===== config.mk =====
export PLATFORM = sky130hd
export DESIGN_NAME = player_input
export DESIGN_NICKNAME = d
export VERILOG_FILES = /design/src/rtl/player_input.sv
export SDC_FILE = /design/constraint.sdc
export NUM_CORES = 1
export LEC_CHECK = 0
export CAP_MARGIN = 10
export CORE_MARGIN = 1.5
export CORE_UTILIZATION = 30
export DETAILED_ROUTE_END_ITERATION = 10
export PLACE_DENSITY = 0.53
export SYNTH_ARGS = -nofsm -noshare
export SYNTH_HDL_FRONTEND = slang
export SYNTH_SLANG_ARGS = --single-unit

===== constraint.sdc =====
create_clock -name clk -period 1.9 [get_ports clk]
set_input_delay 0.285 -clock clk [delete_from_list [all_inputs] [get_ports clk]]
set_output_delay 0.285 -clock clk [all_outputs]
set_load 0.01 [all_outputs]

===== src/rtl/player_input.sv =====
// PS/2 set-2 scan-code parser that turns left/right/jump keys into gameplay controls.
// o_dbg_state exposes the parser state: 0=IDLE, 1=EXT, 2=BRK, 3=EXT_BRK.
module player_input #(
    parameter int TIMEOUT_CYCLES = 65000
) (
    input  logic       clk,
    input  logic       rst,
    input  logic [7:0] scan_code,
    input  logic       scan_valid,
    input  logic       start_game,
    output logic       left,
    output logic       right,
    output logic       jump,
    output logic [1:0] o_dbg_state
);

    localparam int CW = (TIMEOUT_CYCLES < 2) ? 1 : $clog2(TIMEOUT_CYCLES + 1);
    localparam logic [CW-1:0] TO_LAST = CW'(TIMEOUT_CYCLES - 1);

    typedef enum logic [1:0] {
        S_IDLE    = 2'd0,
        S_EXT     = 2'd1,
        S_BRK     = 2'd2,
        S_EXT_BRK = 2'd3
    } state_t;

    state_t          r_state;
    state_t          w_state_nxt;
    logic [CW-1:0]   r_cnt;
    logic [CW-1:0]   w_cnt_nxt;
    logic            w_decode;
    logic            w_ext;
    logic            w_brk;
    logic [5:0]      w_hit;
    logic [5:0]      r_flags;
    logic [5:0]      w_flags_nxt;
    logic            w_left_held;
    logic            w_right_held;
    logic            w_jump_pulse;
    logic            r_left;
    logic            r_right;
    logic            r_jump;

    always_comb begin
        w_state_nxt = r_state;
        w_cnt_nxt   = r_cnt;
        w_decode    = 1'b0;
        if (scan_valid) begin
            w_cnt_nxt = '0;
            case (r_state)
                S_IDLE: begin
                    if (scan_code == 8'hE0)      w_state_nxt = S_EXT;
                    else if (scan_code == 8'hF0) w_state_nxt = S_BRK;
                    else begin
                        w_decode    = 1'b1;
                        w_state_nxt = S_IDLE;
                    end
                end
                S_EXT: begin
                    if (scan_code == 8'hE0)      w_state_nxt = S_EXT;
                    else if (scan_code == 8'hF0) w_state_nxt = S_EXT_BRK;
                    else begin
                        w_decode    = 1'b1;
                        w_state_nxt = S_IDLE;
                    end
                end
                default: begin
                    if (scan_code != 8'hF0) begin
                        w_decode    = 1'b1;
                        w_state_nxt = S_IDLE;
                    end
                end
            endcase
        end else if (r_state != S_IDLE) begin
            // An abandoned prefix falls back to IDLE without touching any flag.
            if (r_cnt == TO_LAST) begin
                w_state_nxt = S_IDLE;
                w_cnt_nxt   = '0;
            end else begin
                w_cnt_nxt = r_cnt + CW'(1);
            end
        end else begin
            w_cnt_nxt = '0;
        end
    end

    assign w_ext = (r_state == S_EXT) || (r_state == S_EXT_BRK);
    assign w_brk = (r_state == S_BRK) || (r_state == S_EXT_BRK);

    // One-hot key hit: {jump_ext, jump_plain, right_ext, right_plain, left_ext, left_plain}.
    always_comb begin
        w_hit = 6'b0;
        if (w_decode) begin
            w_hit[0] = !w_ext && (scan_code == 8'h1C);
            w_hit[1] =  w_ext && (scan_code == 8'h6B);
            w_hit[2] = !w_ext && (scan_code == 8'h23);
            w_hit[3] =  w_ext && (scan_code == 8'h74);
            w_hit[4] = !w_ext && (scan_code == 8'h29);
            w_hit[5] =  w_ext && (scan_code == 8'h75);
        end
    end

    assign w_flags_nxt  = w_brk ? (r_flags & ~w_hit) : (r_flags | w_hit);
    assign w_left_held  = |w_flags_nxt[1:0];
    assign w_right_held = |w_flags_nxt[3:2];
    // Only a fresh press pulses; typematic repeats find a jump flag already set.
    assign w_jump_pulse = start_game && !w_brk && (|w_hit[5:4]) && !(|r_flags[5:4]);

    always_ff @(posedge clk or negedge rst) begin
        if (!rst) begin
            r_state <= S_IDLE;
            r_cnt   <= '0;
            r_flags <= 6'b0;
            r_left  <= 1'b0;
            r_right <= 1'b0;
            r_jump  <= 1'b0;
        end else begin
            r_state <= w_state_nxt;
            r_cnt   <= w_cnt_nxt;
            r_flags <= w_flags_nxt;
            r_left  <= start_game && w_left_held && !w_right_held;
            r_right <= start_game && w_right_held && !w_left_held;
            r_jump  <= w_jump_pulse;
        end
    end

    assign left        = r_left;
    assign right       = r_right;
    assign jump        = r_jump;
    assign o_dbg_state = r_state;

endmodule


* Word level (Yosys, flattened, before mapping)
Index checks and enable logic that the tools add are counted. W data, S select, Z words.
Storage, ports and cells: register bits 27, latch bits 0, memory bits (writable) 0, bits in read-only memories 0, input port bits 12, output and inout port bits 5, logic and storage cells 73, memories kept 0
Operators by class: $add $sub $neg 1, multiply operators 0, div/mod/pow operators 0, order comparisons 0, equality and inequality tests 14, shift-type cells 0, mux-type cells 19, bitwise logic cells 3, reduce and logical (&&, ||, !) cells 30
Operators by type and width (count):
- $mux W16 | 3
- $eq A8 B7 Y1 const B | 3
- $add A16 B1 Y16 const B | 1
- $eq A16 B16 Y1 const B | 1
- $eq A8 B6 Y1 const B | 2
- $eq A8 B8 Y1 const B | 2
- $mux W2 | 8
- $logic_and A1 B1 Y1 | 13
- $mux W6 | 2
- $reduce_or A2 Y1 | 5
- $eq A8 B5 Y1 const B | 1
- $ne A8 B8 Y1 const B | 1
- $and A6 B6 Y6 | 1
- $not A6 Y6 | 1
- $or A6 B6 Y6 | 1
- $reduce_bool A2 Y1 | 3
- $logic_not A1 Y1 | 5
- $mux W1 | 5
- $eq A2 B2 Y1 const B | 2
- $ne A4 B1 Y1 const B | 1
- $pmux W2 S2 | 1
- $reduce_and A3 Y1 | 1
- $eq A2 B1 Y1 const B | 1
- $logic_not A2 Y1 | 1
- $logic_or A1 B1 Y1 | 2

* Longest topological paths before layout
Gate-level depths: netlist of run 1.
word-level depth 12, depth in mapped cells 6, mapped depth without buffers 5

* Least setup slack after synthesis of run 1
No wires, ideal clock.
path type flip-flop to flip-flop, start register r_cnt[9], end register r_cnt[10], library setup time 121 ps, data arrival time 1773 ps, required time 1779 ps, slack 5 ps, stages on the path, launching flop included 7, path buffers 2, period minus slack after synthesis 1895 ps, cells stage by stage dfrtp_1 clkbuf_1 or4b_2 nor3_1 a211o_1 buf_2 nor2_1
Between the ends: cells in the longest elaborated chain, start to end 4, elaborated cells between the ends (all ways) 5, those cells by class add/sub (1); eq/ne (1); mux (3)
Ends and longest elaborated chain:
- from (decl) | line 29 | logic [CW-1:0] r_cnt;
- from (signal assigned) | line 119 | r_cnt <= w_cnt_nxt;
- $add A16 B1 Y16 / $eq A16 B16 Y1 (equally long branches) | line 80, 76
- $mux W16 (*) | line 76 | if (r_cnt == TO_LAST) begin
- $mux W16 (*) | line 74 | end else if (r_state != S_IDLE) begin
- $mux W16 (*) | line 48 | if (scan_valid) begin
- via w_cnt_nxt[10] | line 30 | logic [CW-1:0] w_cnt_nxt;
Mark *: on every way through the listed nets, which the timed path passes. The rest lies on a longest branch. A chain may end at the register's enable or synchronous reset.

==> key figures, run 1 <==
Clock tree
  • Worst-path clk slew: 80 ps
  • Max clock buf depth: 2
  • Depth of the CTS H-tree: 1
  • Root Driver: clkbuf_8
  • Hold_buf cts: 0
  • Skew-Pair Late Insertion Delay: 270 ps
  • TritonCTS clock tree: yes
  • Total CTS buffers: 3
  • CTS sink cnt: 27

Flow run
  • Max_cap viols: 0

Synth
  • Sequential share of the synthesized area: 50.3%
  • Post-synthesis cell count: 133
  • Yosys reg bits: 27
  • Mean Syn Cell Area: 10.1 sq um
  • Area contributors post-synth: dfrtp_1 50%, xnor2_1 7.2%, nor2_1 5.6%
  • Post-synth EDFFs: 0
  • Synth top area share: 50.3%
  • Total number of yosys warnings: 0
  • Most frequent cell after synthesis: dfrtp_1
  • Unique masters post-synth: 34
  • Async set-reset flop share out of synthesis: 100%
  • Synth cell count leaders: 27 x dfrtp_1, 20 x nor2_1, 11 x xnor2_1
  • Mapped Area: 0.00134 sq mm
  • Synth area leader: dfrtp_1
  • Post-synthesis net count: 146
  • Most used DFF post-synth: dfrtp_1

Final layout
  • Syn-to-layout area delta: 38.2%
  • Layout Nets: 185
  • Diode count: 0
  • Share of cells above drive strength 1: 25.1%
  • Final Core Density: 42.9%

Timing
  • Worst slack on hold paths: 392 ps
  • RSZ-0062 raised after global routing: yes
  • Setup violators final: 0
  • Clock Skews: 3.10 ps
  • Period utilization: 99.7%
  • Fmax: 528 MHz
  • Final hold viol count: 0
  • PnR worst setup slack: 6.62 ps
  • Worst Tran Pin Value: 396 ps
  • Relative slew slack: 73.4%
  • Crit path time final: 1890 ps
  • Final slew viol count: 0

Floorplan
  • Site row count: 24
  • Die Span Y: 69.9 microns
  • Die area: 0.00489 sq mm
  • CORE AREA: 0.00432 sq mm
  • Io pins: 17
  • Die Wd: 69.9 microns
  • Initial Utilization: 31.0%

Run status
  • Outcome: completed

Setup path
  • Crit start category: input pin
  • CP Class: in2reg
  • Buf/Inv on CP: 1
  • CP max stage cell: or4_1
  • CP Capture Type: register
  • Worst EP required: 2060 ps
  • Reg2Reg Depth: 5
  • CP Cell Sequence: clkdlybuf4s50_1 > or3b_4 > or4_1 > mux2_2
  • Worst reg-to-reg setup slack: 90 ps
  • Worst path max stage delay: 570 ps
  • RR Endpoint: left
  • Crit path max-delay family: simple AND/OR/NAND/NOR gates
  • Crit Reg-Reg Startpoint: o_dbg_state[0]
  • CP Max Fanout: 3
  • Setup crit start: scan_code[5]
  • CP Data Arrival Time: 2050 ps

Min path
  • HP Class: in2async

Power and ir drop
  • LEAKAGE: 0.000765 uW
  • Worst vdd ir: 238 uV
  • PD cells: 543 mW/mm^2

Route
  • Via count: 1086
  • Antenna-violating nets left: 0
  • Initial drt markers: 79
  • DRT Pass-1 Iters: 4
  • Vias per cell: 4.87
  • Routed len/inst: 13.0 microns
  • DRC: 0
  • Post-Route WL: 2890 microns

GRT
  • Largest net degree at the start of global routing: 28
  • First-pass GRT wire length: 5150 microns
  • Total GRT Usage: 12.9%
  • Gr ovfl total: 0
  • Initial antenna violation count: 0
  • Vias in the first global route: 1114

Placed design
  • Pre-CTS setup slack: -503 ps
  • GP Congestion: 0.798
  • Post-DP HPWL: 2070 microns
  • IO Port Bufs: 16
==> layout by cell type, fill, tap and decap left out, types with 6 or more instances in the layout <==
cell and count:
nor2_1 20, clkdlybuf4s50_1 10, buf_4 19, inv_1 10
dfrtp_1 27, nand2_1 6, xnor2_1 11
==> cell families after synthesis <==
group | Yosys count | synth area share (%)
AOI/OAI and AO/OA | 13 | 7.83
xor gates and xnor gates | 13 | 8.48
adders and majority gates | 1 | 0.932
buffers and inverters | 12 | 3.45
DFF | 27 | 50.3
muxes | 5 | 4.38
and+or+nand+nor | 62 | 24.6
==> power breakdown <==
group,switching [uW],leakage (uW),internal [uW]
clock network,168,0.0000228,150
logic,50.2,0.000367,55.5
registers,2.77,0.000376,581
total,221,0.000765,787
==> worst reg2reg max path: stages (launching register included) <==
cell      delay (ps)
dfrtp_1          420
or2_4            260
buf_4            150
nor4_4           310
mux2i_2          380
o2111a_1         240
==> routing by layer <==
metal | share of wire (%) | up-vias | track usage, %
met5 | 0 | - | 0
met4 | 0.93 | 0 | 2.56
met3 | 3.3 | 4 | 2.45
met2 | 47 | 20 | 20.7
met1 | 49 | 516 | 18.3
li1 | - | 546 | -
==> what timing repair did <==
action,in CTS,in global routing
pin swaps,4,3
gates resized for setup,17,5
endpoints found under the setup margin,5,22
buffers inserted,1,0
==> metrics by stage <==
| stage | TNS, ps | area (sq um) | power, uW | cells |
|---|---|---|---|---|
| final | 0 | 1860 | 1010 | 223 |
| after global routing | -29.7 | 1860 | 1070 | 223 |
| after CTS | 0 | 1830 | 1020 | 223 |
| after detailed placement | -2910 | 1710 | 690 | 218 |
| after global placement | -2640 | 1710 | 688 | 218 |
| after floorplan | 0 | 1340 | 620 | 133 |
==> area by class of cell <==
class                   count  area, sq um
repair buffers             36          323
clock buffers               4         45.0
well taps                  52         65.1
flip-flops and latches     27          676
fillers                   429         2470
multi-input cells          94          709
inverters                  10         37.5
==> worst max-delay path by stage <==
stage	to	slack (ps)	cells after the start
after global routing	right	-20	5
after floorplan	r_cnt[10]	5	6
final	register	7	4
after CTS	register	0.7	6
after global placement	right	-470	5
after detailed placement	right	-500	5
==> sequential cells by signal, indices dropped and copies added, names as in the netlist, named ones only <==
name and count:
r_cnt 16, right 1, jump 1, o_dbg_state 2
r_flags 4, left 1
Note: power is estimated with default switching activity, not from simulation.
==> run 2, diff against run 1 <==
CTS_CLUSTER_SIZE = 30   (was default)
==> results of run 2 <==
No change in the layout: final DEF, timing and power equal those of run 1.
==> run 3, diff against run 2 <==
CORE_UTILIZATION = 48   (was 30)
CTS_CLUSTER_SIZE = 40   (was 30)
PLACE_DENSITY = 0.76   (was 0.53)
==> run 3 against run 2 <==
Sequential share of layout area up 2.0 points; setup slack better by 20 ps; critical path depth is 1 higher; clock-buffer cell count down 1; largest cell class is now sequential cells; non-clock buffer count fell by 2; maximum frequency up 1.0%; sequential power about the same; final area decreased by 5.1%; sequential cell count is the same; clock power down 21%; combinational power shrank 6%.
==> key figures, run 3 (synthesis results as in run 1) <==
Run status
  • Outcome: completed

Timing
  • Final hold viol count: 0
  • Relative slew slack: 70.9%
  • Crit path time final: 1870 ps
  • Fmax: 534 MHz
  • Worst Tran Pin Value: 433 ps
  • Final slew viol count: 0
  • Period utilization: 98.6%
  • PnR worst setup slack: 26.1 ps
  • Clock Skews: 8.74 ps
  • Worst slack on hold paths: 297 ps
  • RSZ-0062 raised after global routing: no
  • Setup violators final: 0

Floorplan
  • Die Wd: 55.9 microns
  • Io pins: 17
  • Site row count: 18
  • Die area: 0.00312 sq mm
  • Initial Utilization: 52.3%
  • Die Span Y: 55.9 microns
  • CORE AREA: 0.00257 sq mm

Final layout
  • Register area: 676 sq um
  • Syn-to-layout area delta: 31.1%
  • Finished Cell Area: 0.00176 sq mm
  • Diode count: 0
  • Commonest non-fill, non-tap cell in the layout: dfrtp_1
  • Multi-input combinational cell area: 676 sq um
  • Layout Nets: 183
  • Layout fillers: 195
  • Share of cells above drive strength 1: 23.7%
  • Final Core Density: 68.6%
  • Max reg flops: 16
  • Most frequent cells in the layout: 27 x dfrtp_1, 20 x nor2_1, 17 x buf_4
  • Largest register by flop count: r_cnt

Clock tree
  • Hold_buf cts: 0
  • Depth of the CTS H-tree: 1
  • Root Driver: clkbuf_4
  • Post-CTS Setup Inserts: 0
  • Worst-path clk slew: 150 ps
  • CTS sink cnt: 27
  • Total CTS buffers: 3
  • Skew-Pair Late Insertion Delay: 330 ps
  • TritonCTS clock tree: yes
  • Max clock buf depth: 2

Placed design
  • Pre-CTS setup slack: -495 ps
  • IO Port Bufs: 16
  • Placed Area: 0.00168 sq mm
  • GP Congestion: 0.877
  • Post-DP HPWL: 2070 microns

Route
  • Routed len/inst: 14.6 microns
  • Initial drt markers: 35
  • Via count: 1141
  • Antenna-violating nets left: 0
  • Vias per cell: 5.73
  • Post-Route WL: 2910 microns
  • DRT Pass-1 Iters: 4
  • DRC: 0

GRT
  • Initial antenna violation count: 0
  • Total GRT Usage: 19.6%
  • Gr ovfl total: 0
  • Vias in the first global route: 1132
  • Largest net degree at the start of global routing: 28
  • First-pass GRT wire length: 4940 microns

Power and ir drop
  • PD cells: 531 mW/mm^2
  • Tot Pwr: 935 uW
  • LEAKAGE: 0.000719 uW
  • Worst vdd ir: 417 uV

Setup path
  • CP Max Fanout: 3
  • CP Capture Type: register
  • CP Class: in2reg
  • Worst EP required: 2130 ps
  • CP Data Arrival Time: 2110 ps
  • Crit start category: input pin

Flow run
  • Max_cap viols: 0

Min path
  • HP Class: in2async
-- run 3: what timing repair did --
item                                    in CTS  in global routing
endpoints found under the setup margin       4                 17
gates resized for setup                     10                  3
pin swaps                                    2                  0
-- run 3: path summary, 6_finish.rpt --
| check | from | endpoint | slack [ps] | cells after the start |
|---|---|---|---|---|
| min in group clk | r_cnt[0] | r_cnt[0] | 470 | 1 |
| max in group asynchronous | rst | r_cnt[8] | 1350 | 2 |
| setup / recovery | scan_code[5] | right | 30 | 5 |
| hold / removal | rst | r_flags[0] | 300 | 2 |
| setup reg to reg | o_dbg_state[0] | register | 90 | 4 |
| hold reg to reg | r_cnt[0] | r_cnt[0] | 470 | 1 |
-- run 3: where the power goes --
part	internal [uW]	total [uW]	switching, uW
logic	53.3	100	46.9
registers	582	585	2.71
clock network	80.6	250	169
total	716	935	219
-- run 3: layout make-up --
type                       count  share of cell area, %
clock buffer                   3                   1.28
clock inverter                 1                  0.426
inverter                      10                   2.13
multi-input combinational     94                   38.4
sequential                    27                   38.4
tap                           30                   2.13
timing repair buffer          34                   17.3
-- run 3: stage by stage --
stage | cells | TNS (ps)
floorplan | 133 | 0
global placement | 195 | -2550
detailed placement | 195 | -2760
CTS | 199 | 0
global route | 199 | 0
finish | 199 | 0
-- run 3: routing by layer --
metal	GRT usage [%]	routed length [microns]	vias up
met2	33.3	1440	38
met5	0	0	-
met3	3.72	152	7
met1	25.7	1270	556
li1	-	-	540
met4	5.10	42	0
-- run 3: worst max-delay path, stage by stage --
cell             delay (ps)
clkdlybuf4s50_1         480
or3b_4                  420
nor4_4                  260
mux2_4                  340
a2111oi_2               330
